## src/rtl/switch_event_pkg.sv

```systemverilog
// Shared types and defaults for the switch event generator.
// Latency: n/a (declarations only).
// Backpressure: n/a.
package switch_event_pkg;

  typedef enum logic [1:0] {
    ST_IDLE   = 2'd0,
    ST_DELAY  = 2'd1,
    ST_REPEAT = 2'd2
  } state_t;

  // 0.5 s first-repeat delay and 0.1 s repeat period at 25 MHz
  localparam int DEF_REPEAT_DELAY  = 12500000;
  localparam int DEF_REPEAT_PERIOD = 2500000;

  function automatic int max_int(input int a, input int b);
    return (a > b) ? a : b;
  endfunction

endpackage

```

## src/rtl/switch_event_if.sv

```systemverilog
// Debounced switch level in, press/release/repeat pulses and held flag out.
// Latency: n/a (wiring only).
// Backpressure: none; events are fire-and-forget single-cycle pulses.
interface switch_event_if;

  logic sw_i;
  logic press_o;
  logic release_o;
  logic repeat_o;
  logic held_o;

  // Source of the switch level, consumer of the events
  modport master (
    output sw_i,
    input  press_o,
    input  release_o,
    input  repeat_o,
    input  held_o
  );

  // Event generator side
  modport slave (
    input  sw_i,
    output press_o,
    output release_o,
    output repeat_o,
    output held_o
  );

endinterface

```

## src/rtl/event_interval_counter.sv

```systemverilog
// Clearable up-counter with a terminal-count compare against a selectable limit.
// Latency: tc_o is combinational from the registered count.
// Backpressure: none; counts whenever enabled.
module event_interval_counter #(
  parameter int W = 2
) (
  input  logic         clk_i,
  input  logic         rst_n_i,
  input  logic         clr_i,
  input  logic         en_i,
  input  logic [W-1:0] limit_i,
  output logic         tc_o
);

  logic [W-1:0] count_q;

  // Count register: clear has priority over increment
  always_ff @(posedge clk_i) begin
    if (!rst_n_i) begin
      count_q <= '0;
    end else if (clr_i) begin
      count_q <= '0;
    end else if (en_i) begin
      count_q <= count_q + W'(1);
    end
  end

  assign tc_o = (count_q == limit_i);

endmodule

```

## src/rtl/switch_event_gen.sv

```systemverilog
// Turns a debounced switch level into press/release/auto-repeat pulses and a held flag.
// Latency: events 1 cycle after the sampled edge/terminal count (+2 with SWITCH_EVENT_SYNC_EN).
// Backpressure: none; pulses are single-cycle and never overlap.
module switch_event_gen
  import switch_event_pkg::*;
#(
  parameter int REPEAT_DELAY  = DEF_REPEAT_DELAY,
  parameter int REPEAT_PERIOD = DEF_REPEAT_PERIOD
) (
  input logic          clk_i,
  input logic          rst_n_i,
  switch_event_if.slave bus
);

  localparam int CNT_W = $clog2(max_int(REPEAT_DELAY, REPEAT_PERIOD));
  localparam logic [CNT_W-1:0] DLY_LIM = CNT_W'(REPEAT_DELAY - 1);
  localparam logic [CNT_W-1:0] PER_LIM = CNT_W'(REPEAT_PERIOD - 1);

  logic sw_lvl;

`ifdef SWITCH_EVENT_SYNC_EN
  logic sw_meta_q;
  logic sw_sync_q;

  // Two-flop synchronizer so an asynchronous source can be wired straight in
  always_ff @(posedge clk_i) begin
    if (!rst_n_i) begin
      sw_meta_q <= 1'b0;
      sw_sync_q <= 1'b0;
    end else begin
      sw_meta_q <= bus.sw_i;
      sw_sync_q <= sw_meta_q;
    end
  end

  assign sw_lvl = sw_sync_q;
`else
  assign sw_lvl = bus.sw_i;
`endif

  logic   sw_prev_q;
  logic   rise;
  logic   fall;
  state_t state_q, state_d;
  logic   press_q, press_d;
  logic   rel_q, rel_d;
  logic   rpt_q, rpt_d;
  logic   held_q, held_d;
  logic   cnt_clr;
  logic   cnt_en;
  logic   cnt_tc;
  logic [CNT_W-1:0] cnt_lim;

  assign rise = sw_lvl & ~sw_prev_q;
  assign fall = ~sw_lvl & sw_prev_q;

  // The delay and the period share one counter; the limit follows the state
  assign cnt_lim = (state_q == ST_REPEAT) ? PER_LIM : DLY_LIM;

  event_interval_counter #(
    .W (CNT_W)
  ) u_interval (
    .clk_i   (clk_i),
    .rst_n_i (rst_n_i),
    .clr_i   (cnt_clr),
    .en_i    (cnt_en),
    .limit_i (cnt_lim),
    .tc_o    (cnt_tc)
  );

  // State, edge-history and registered output flops
  always_ff @(posedge clk_i) begin
    if (!rst_n_i) begin
      state_q   <= ST_IDLE;
      sw_prev_q <= 1'b0;
      press_q   <= 1'b0;
      rel_q     <= 1'b0;
      rpt_q     <= 1'b0;
      held_q    <= 1'b0;
    end else begin
      state_q   <= state_d;
      sw_prev_q <= sw_lvl;
      press_q   <= press_d;
      rel_q     <= rel_d;
      rpt_q     <= rpt_d;
      held_q    <= held_d;
    end
  end

  // Next state and next outputs; a release always beats a coincident terminal count
  always_comb begin
    state_d = state_q;
    press_d = 1'b0;
    rel_d   = 1'b0;
    rpt_d   = 1'b0;
    cnt_clr = 1'b1;
    cnt_en  = 1'b0;
    case (state_q)
      ST_IDLE: begin
        if (rise) begin
          press_d = 1'b1;
          state_d = ST_DELAY;
        end
      end
      ST_DELAY, ST_REPEAT: begin
        if (fall) begin
          rel_d   = 1'b1;
          state_d = ST_IDLE;
        end else if (cnt_tc) begin
          rpt_d   = 1'b1;
          state_d = ST_REPEAT;
        end else begin
          cnt_clr = 1'b0;
          cnt_en  = 1'b1;
        end
      end
      default: begin
        state_d = ST_IDLE;
      end
    endcase
    held_d = (state_d != ST_IDLE);
  end

  assign bus.press_o   = press_q;
  assign bus.release_o = rel_q;
  assign bus.repeat_o  = rpt_q;
  assign bus.held_o    = held_q;

endmodule
```

## src/flat_wrapper.sv

```systemverilog
// flat-port wrapper written by rule: the top's interface ports become plain ports
module switch_event_gen_flat import switch_event_pkg::*;
#(
  parameter int REPEAT_DELAY  = DEF_REPEAT_DELAY,
  parameter int REPEAT_PERIOD = DEF_REPEAT_PERIOD
)
  (clk_i, rst_n_i, bus_sw_i, bus_press_o, bus_release_o, bus_repeat_o, bus_held_o);
  switch_event_if bus_i ();
  input logic clk_i;
  input logic rst_n_i;
  input wire logic [$bits(bus_i.sw_i)-1:0] bus_sw_i;
  output wire logic [$bits(bus_i.press_o)-1:0] bus_press_o;
  output wire logic [$bits(bus_i.release_o)-1:0] bus_release_o;
  output wire logic [$bits(bus_i.repeat_o)-1:0] bus_repeat_o;
  output wire logic [$bits(bus_i.held_o)-1:0] bus_held_o;
  assign bus_i.sw_i = bus_sw_i;
  assign bus_press_o = bus_i.press_o;
  assign bus_release_o = bus_i.release_o;
  assign bus_repeat_o = bus_i.repeat_o;
  assign bus_held_o = bus_i.held_o;
  switch_event_gen #(.REPEAT_DELAY(REPEAT_DELAY), .REPEAT_PERIOD(REPEAT_PERIOD)) u_core (.clk_i(clk_i), .rst_n_i(rst_n_i), .bus(bus_i));
endmodule
```

## config.mk

```make
export PLATFORM = sky130hd
export DESIGN_NAME = switch_event_gen_flat
export DESIGN_NICKNAME = d
export VERILOG_FILES = /design/src/rtl/switch_event_pkg.sv /design/src/rtl/switch_event_if.sv /design/src/rtl/event_interval_counter.sv /design/src/rtl/switch_event_gen.sv /design/src/flat_wrapper.sv
export SDC_FILE = /design/constraint.sdc
export NUM_CORES = 1
export LEC_CHECK = 0
export BUFFER_PORTS_ARGS = -buffer_cell sky130_fd_sc_hd__buf_2
export CAP_MARGIN = 20
export CORE_MARGIN = 1.5
export CORE_UTILIZATION = 45
export DETAILED_ROUTE_END_ITERATION = 8
export GPL_TIMING_DRIVEN = 0
export PLACE_DENSITY_LB_ADDON = 0.05
export SLEW_MARGIN = 15
export SYNTH_ARGS = -nofsm -noshare
export SYNTH_HDL_FRONTEND = slang
export SYNTH_SLANG_ARGS = --single-unit
```

## constraint.sdc

```tcl
create_clock -name clk_i -period 2.38 [get_ports clk_i]
set_input_delay 0.476 -clock clk_i [delete_from_list [all_inputs] [get_ports clk_i]]
set_output_delay 0.476 -clock clk_i [all_outputs]
set_load 0.005 [all_outputs]
```

* After elaboration in Yosys (flattened, before gate mapping)
Cells that the tools add are included.
** Operators by class
- Eq/ne operators :: 3
- $add $sub $neg :: 1
- Reduce and logical (&&, ||, !) cells :: 7
- Bitwise gates (word level) :: 6
- Mux-type cells :: 13
** Operators with widths (count)
- adder 24 x 1 -> 24 bit (second input constant) :: 1
- equality test 24 bit :: 1
- 2-to-1 mux 24 bit :: 1
- 2-to-1 mux 1 bit :: 8
- 2-to-1 mux 2 bit :: 3
- inverter 1 bit :: 4
- one-hot mux 2 bit (2 select lines) :: 1
- AND reduction 2 bit :: 2
- OR reduction 2 bit :: 2
- OR reduction 3 bit :: 1
- bitwise AND 1 bit :: 2
- equality test 2 x 1 -> 1 bit (second input constant) :: 1
- equality test 2 bit (second input constant) :: 1
- zero test 2 bit :: 1
- nonzero test 2 bit :: 1
** Storage, ports and cells
- Output and inout port bits :: 4
- Logic and storage cells :: 37
- Flip-flop bits (word level) :: 31
- Input bits :: 3

* Logic depth before layout (Yosys ltp)
- Word-level depth :: 7
- Depth in mapped cells :: 7
- Depth with buffers taken out :: 6

* Cells and area by module
From an unflattened synthesis, not the netlist that was laid out.
** Second synthesis, totals
- Cells, all modules :: 204
- Area, all modules :: 1732.9 um^2
** Modules (own cells, without submodules)
- event_interval_counter :: instances 1, area an instance 1403.8 um^2, cells an instance 168, seq. area each 480.5 um^2
- switch_event_gen :: instances 1, area an instance 329.1 um^2, cells an instance 36, seq. area each 140.1 um^2

* Least setup slack after synthesis
Ideal clock, no wire load.
- Kind :: flip-flop to flip-flop
- Start :: reg u_core.u_interval.count_q[0]
- End :: reg u_core.u_interval.count_q[10]
- Setup time :: 0.132 ns
- Slack :: 0.421 ns
- Buffers on the path :: 2
- Arrival time :: 1.827 ns
- Cell stages (with the launch flop) :: 8
- Clock period less this slack :: 1.959 ns
- Data required time :: 2.248 ns
- Cells stage by stage :: dfxtp_1 -> ha_1 -> and4_2 -> buf_2 -> o21ai_0 -> nor3_2 -> clkbuf_1 -> nor3_1
** On the way
- Cells in the longest elaborated chain, start to end :: 5
- Elaborated cells between the ends (all ways) :: 9
- Classes of those cells :: add/sub (1); eq/ne (1); mux (6); reduce/logical (1)
** Ends and longest elaborated chain
- from (decl) :: line event_interval_counter.sv:15 : logic [W-1:0] count_q;
- from (signal assigned) :: line event_interval_counter.sv:24 : count_q <= count_q + W'(1);
- branches (longest 5 deep; another with adder 24 x 1 -> 24 bit)
Parallel ways; which one is timed is not known.
A chain may end at the register's enable or synchronous reset.

* Worst setup path in the final report
- Start :: reg u_core.u_interval.count_q[0]
- End :: reg u_core.held_q (netlist: u_core.bus.held_o)
** On the way
- Cells in the longest elaborated chain, start to end :: 5
** Ends and longest elaborated chain
- equality test 24 bit :: line event_interval_counter.sv:28 : assign tc_o = (count_q == limit_i);
- 2-to-1 mux 2 bit :: line switch_event_gen.sv:109 : end else if (cnt_tc) begin
- 2-to-1 mux 2 bit :: line switch_event_gen.sv:106 : if (fall) begin
- one-hot mux 2 bit (2 select lines) :: line switch_event_gen.sv:98 : case (state_q)
- nonzero test 2 bit :: line switch_event_gen.sv:121 : held_d = (state_d != ST_IDLE);
- to (signal assigned) :: line switch_event_gen.sv:86 : held_q <= held_d;
- to (decl) :: line switch_event_gen.sv:48 : logic held_q, held_d;
Every way passes these cells.

==> impl_metrics.env <==
export IMPL_fp_dieW_um=62.12
export IMPL_syn_instance_count=171
export IMPL_place_ws_ns=-0.006104
export IMPL_internal_power_uw=679.6
export IMPL_leakage_uw=0.0005614
export IMPL_synth_nets=178
export IMPL_post_route_period_util_pct=88.79
export IMPL_critPathRequiredTime_ns=2.60
export IMPL_grt_antenna_before_repair=0
export IMPL_drt_initial_drc_count=96
export IMPL_cts_buffers=5
export IMPL_first_pass_iters=4
export IMPL_final_nets=191
export IMPL_drc_errors=0
export IMPL_fmax_mhz=473.2
export IMPL_dr_wl_met2_um=1561
export IMPL_synth_cell_types=39
export IMPL_num_vias=1322
export IMPL_h_tree_depth=2
export IMPL_finalMaxSlewViolations=0
export IMPL_antenna_cells=0
export IMPL_syn_area_mm2=0.001573
export IMPL_path_max_fanout=10
export IMPL_routed_top_layer="met4"
export IMPL_vias_per_cell=5.748
export IMPL_tightest_slew_ns=0.5510
export IMPL_ys_seq_area_share_pct=39.46
export IMPL_ir_drop_v=0.0004131
export IMPL_clk_latency_ns=0.33
export IMPL_finalSetupViolations=0
export IMPL_hold_class="primary input to flip-flop"
export IMPL_drt_met1_wl_um=1607
export IMPL_tns_ns=0
export IMPL_gr_total_overflow=0
export IMPL_area_growth_pct=9.626
export IMPL_syn_area_per_cell_um2=9.197
export IMPL_root_buffer="clkbuf_4"
export IMPL_cts_setup_buffers=0
export IMPL_grt_pass1_vias=1302
export IMPL_async_flop_share_pct=0
export IMPL_ios=7
export IMPL_ctsHoldBuffers=0
export IMPL_rows=21
export IMPL_max_slew_margin_rel_pct=62.88
export IMPL_core_mm2=0.003337
export IMPL_cp_end_kind="flip-flop"
export IMPL_synth_ff_type="dfxtp_1"
export IMPL_holdWs_ns=0.3824
export IMPL_rsz0062_at_grt="no"
export IMPL_p_sw_share_pct=23.39
export IMPL_portBuffers=6
export IMPL_pwr_share_clk_pct=35.2
export IMPL_fin_ws_ns=0.2669
export IMPL_gp_congestion=0.7960
export IMPL_clkSlewWorstSetupHoldPaths_ns=0.10
export IMPL_status="completed"
export IMPL_drive_gt1_share_pct=13.04
export IMPL_p_comb_share_pct=5.1
export IMPL_synth_edf_count=0
export IMPL_ys_ff_latch=31
export IMPL_final_core_util_pct=51.67
export IMPL_routed_wirelength_um=3325
export IMPL_synth_warnings=0
export IMPL_cts_path_max_buffers=2
export IMPL_wl_per_cell_um=14.46
export IMPL_die_area_mm2=0.003859
export IMPL_p_per_area_mw_per_mm2=514.6
export IMPL_place_inst=223
export IMPL_cts_sinks=31
export IMPL_dr_wl_met3_um=105
export IMPL_die_height_um=62.12
export IMPL_arrival_ns=2.34
export IMPL_cts_tree="done"
export IMPL_layout_min_cycle_time_ns=2.113
export IMPL_instances_no_fill=230
export IMPL_pwr_share_seq_pct=59.7
export IMPL_dp_hpwl_um=2413
export IMPL_cp_start_kind="flip-flop"
export IMPL_finClkSkew_ns=0.01366
export IMPL_grt_max_degree=11
export IMPL_grt_pass1_wl_um=5989
export IMPL_grt_use_total_pct=19.38
export IMPL_ant_nets=0
export IMPL_hold_violations=0
export IMPL_maxCapViolCount=0
export IMPL_start_util_pct=47.13
export IMPL_p_sw_uw=207.5
export IMPL_critPathKind="flip-flop to flip-flop"
[area by class of cell]
class / instances / area, µm²
Tap cell: 46 / 57.56
Multi-Input combinational cell: 126 / 894.6
Sequential cell: 31 / 620.6
Clock buffer: 6 / 51.30
Timing Repair Buffer: 6 / 30.03
Clock inverter: 1 / 5.005
Buffer: 9 / 46.29
Fill cell: 342 / 1613
Inverter: 5 / 18.77
[sequential cells by signal, indices dropped and copies added (netlist names)]
| name | flops |
|---|---|
| u_core.bus.press_o | 1 |
| u_core.u_interval.count_q | 24 |
| u_core.sw_prev_q | 1 |
| u_core.bus.held_o | 1 |
| u_core.bus.release_o | 1 |
| u_core.state_q | 2 |
| u_core.bus.repeat_o | 1 |
[power by group through the flow]
stage | logic, µW | registers, µW | clock network [µW]
final | 44.9 | 530 | 313
after global placement | 43.7 | 542 | 0
after floorplan | 30.1 | 542 | 0
after CTS | 44.6 | 530 | 326
after global routing | 50.9 | 531 | 344
after detailed placement | 44.4 | 542 | 0
[timing repair]
action,CTS,global route
gates resized for setup,0,3
pin swaps,1,0
setup endpoints to repair,4,10
[layout by cell type, fill, tap and decap left out, types with 2 or more instances in the layout]
master	count
a211oi_1	8
a21oi_1	2
nand2_1	9
o21ai_0	4
nor4b_1	5
and3b_1	2
nand4_1	6
and3_1	2
xnor2_1	7
nor3_1	15
xor2_1	7
o211ai_1	2
nand2b_1	2
clkbuf_1	4
or4_1	9
inv_1	5
and2_1	4
dfxtp_1	31
nand3_1	8
clkbuf_4	5
nor2_1	3
buf_2	9
and4_1	4
o31ai_1	9
ha_1	4
[cells in the mapped netlist, types with 2 or more instances]
cell type  number  share of area [%]
o211ai_1        2               0.95
and3b_1         2                1.1
nor4b_1         5                2.8
a21oi_1         2               0.64
nand3_1         8                2.5
and2_1          4                1.6
xnor2_1         7                3.9
ha_1            4                3.2
and3_1          2               0.80
inv_1           5                1.2
nand4_1         6                2.4
nor3_1         15                4.8
clkbuf_1        5                1.2
buf_2           3               0.95
dfxtp_1        31                 39
a211oi_1        8                3.8
o21ai_0         4                1.3
nand2b_1        2               0.80
nor2_1          3               0.72
nand2_1         9                2.1
xor2_1          7                3.9
or4_1           9                4.3
and4_1          4                2.2
o31ai_1         9                4.3
[logic make-up (layout without fill, tap and decap cells)]
group                      count (synthesis)  after routing  synth area share, %
DFF                                       31             31                39.46
buffers and inverters                     14             27                4.057
AOI/OAI and AO/OA                         28             28                12.89
xor gates and xnor gates                  14             14                7.796
and+or+nand+nor                           79             79                31.98
adders and majority gates                  4              4                3.182
muxes                                      1              1               0.6365
[worst paths after layout]
path,start,to,slack [ns],depth (start not counted)
worst max-delay path,u_core.u_interval.count_q[0]$_SDFFE_PP0P_,u_core.bus.held_o$_SDFF_PN0_,0.27,7
worst min-delay path,bus_sw_i,u_core.sw_prev_q$_SDFF_PN0_,0.38,2
worst max register to register,u_core.u_interval.count_q[0]$_SDFFE_PP0P_,u_core.bus.held_o$_SDFF_PN0_,0.27,7
worst min register to register,u_core.u_interval.count_q[23]$_SDFFE_PP0P_,u_core.u_interval.count_q[23]$_SDFFE_PP0P_,0.51,2
[metal layers]
layer  global-route usage (%)  vias to the layer above
li1                         -                      677
met4                    6.667                        0
met3                    5.435                        7
met2                    32.74                       18
met1                    23.74                      620
met5                        0                        -
[per-stage QoR]
| stage | total power, µW | area (µm²) |
|---|---|---|
| 2_1_floorplan | 571.8 | 1573 |
| 3_3_place_gp | 585.2 | 1660 |
| 3_5_place_dp | 586.4 | 1660 |
| 4_1_cts | 900.1 | 1717 |
| 5_1_grt | 925.9 | 1724 |
| 6_report | 887.2 | 1724 |
[worst max-delay path, cell delays in order, from the launching register on]
cell and delay (ns):
dfxtp_1 0.40, ha_1 0.22, and4_2 0.22, buf_2 0.18, o21ai_0 0.23, nor3_4 0.34
buf_2 0.30, o211ai_1 0.12
No activity file was read; power rests on OpenSTA's default activity.
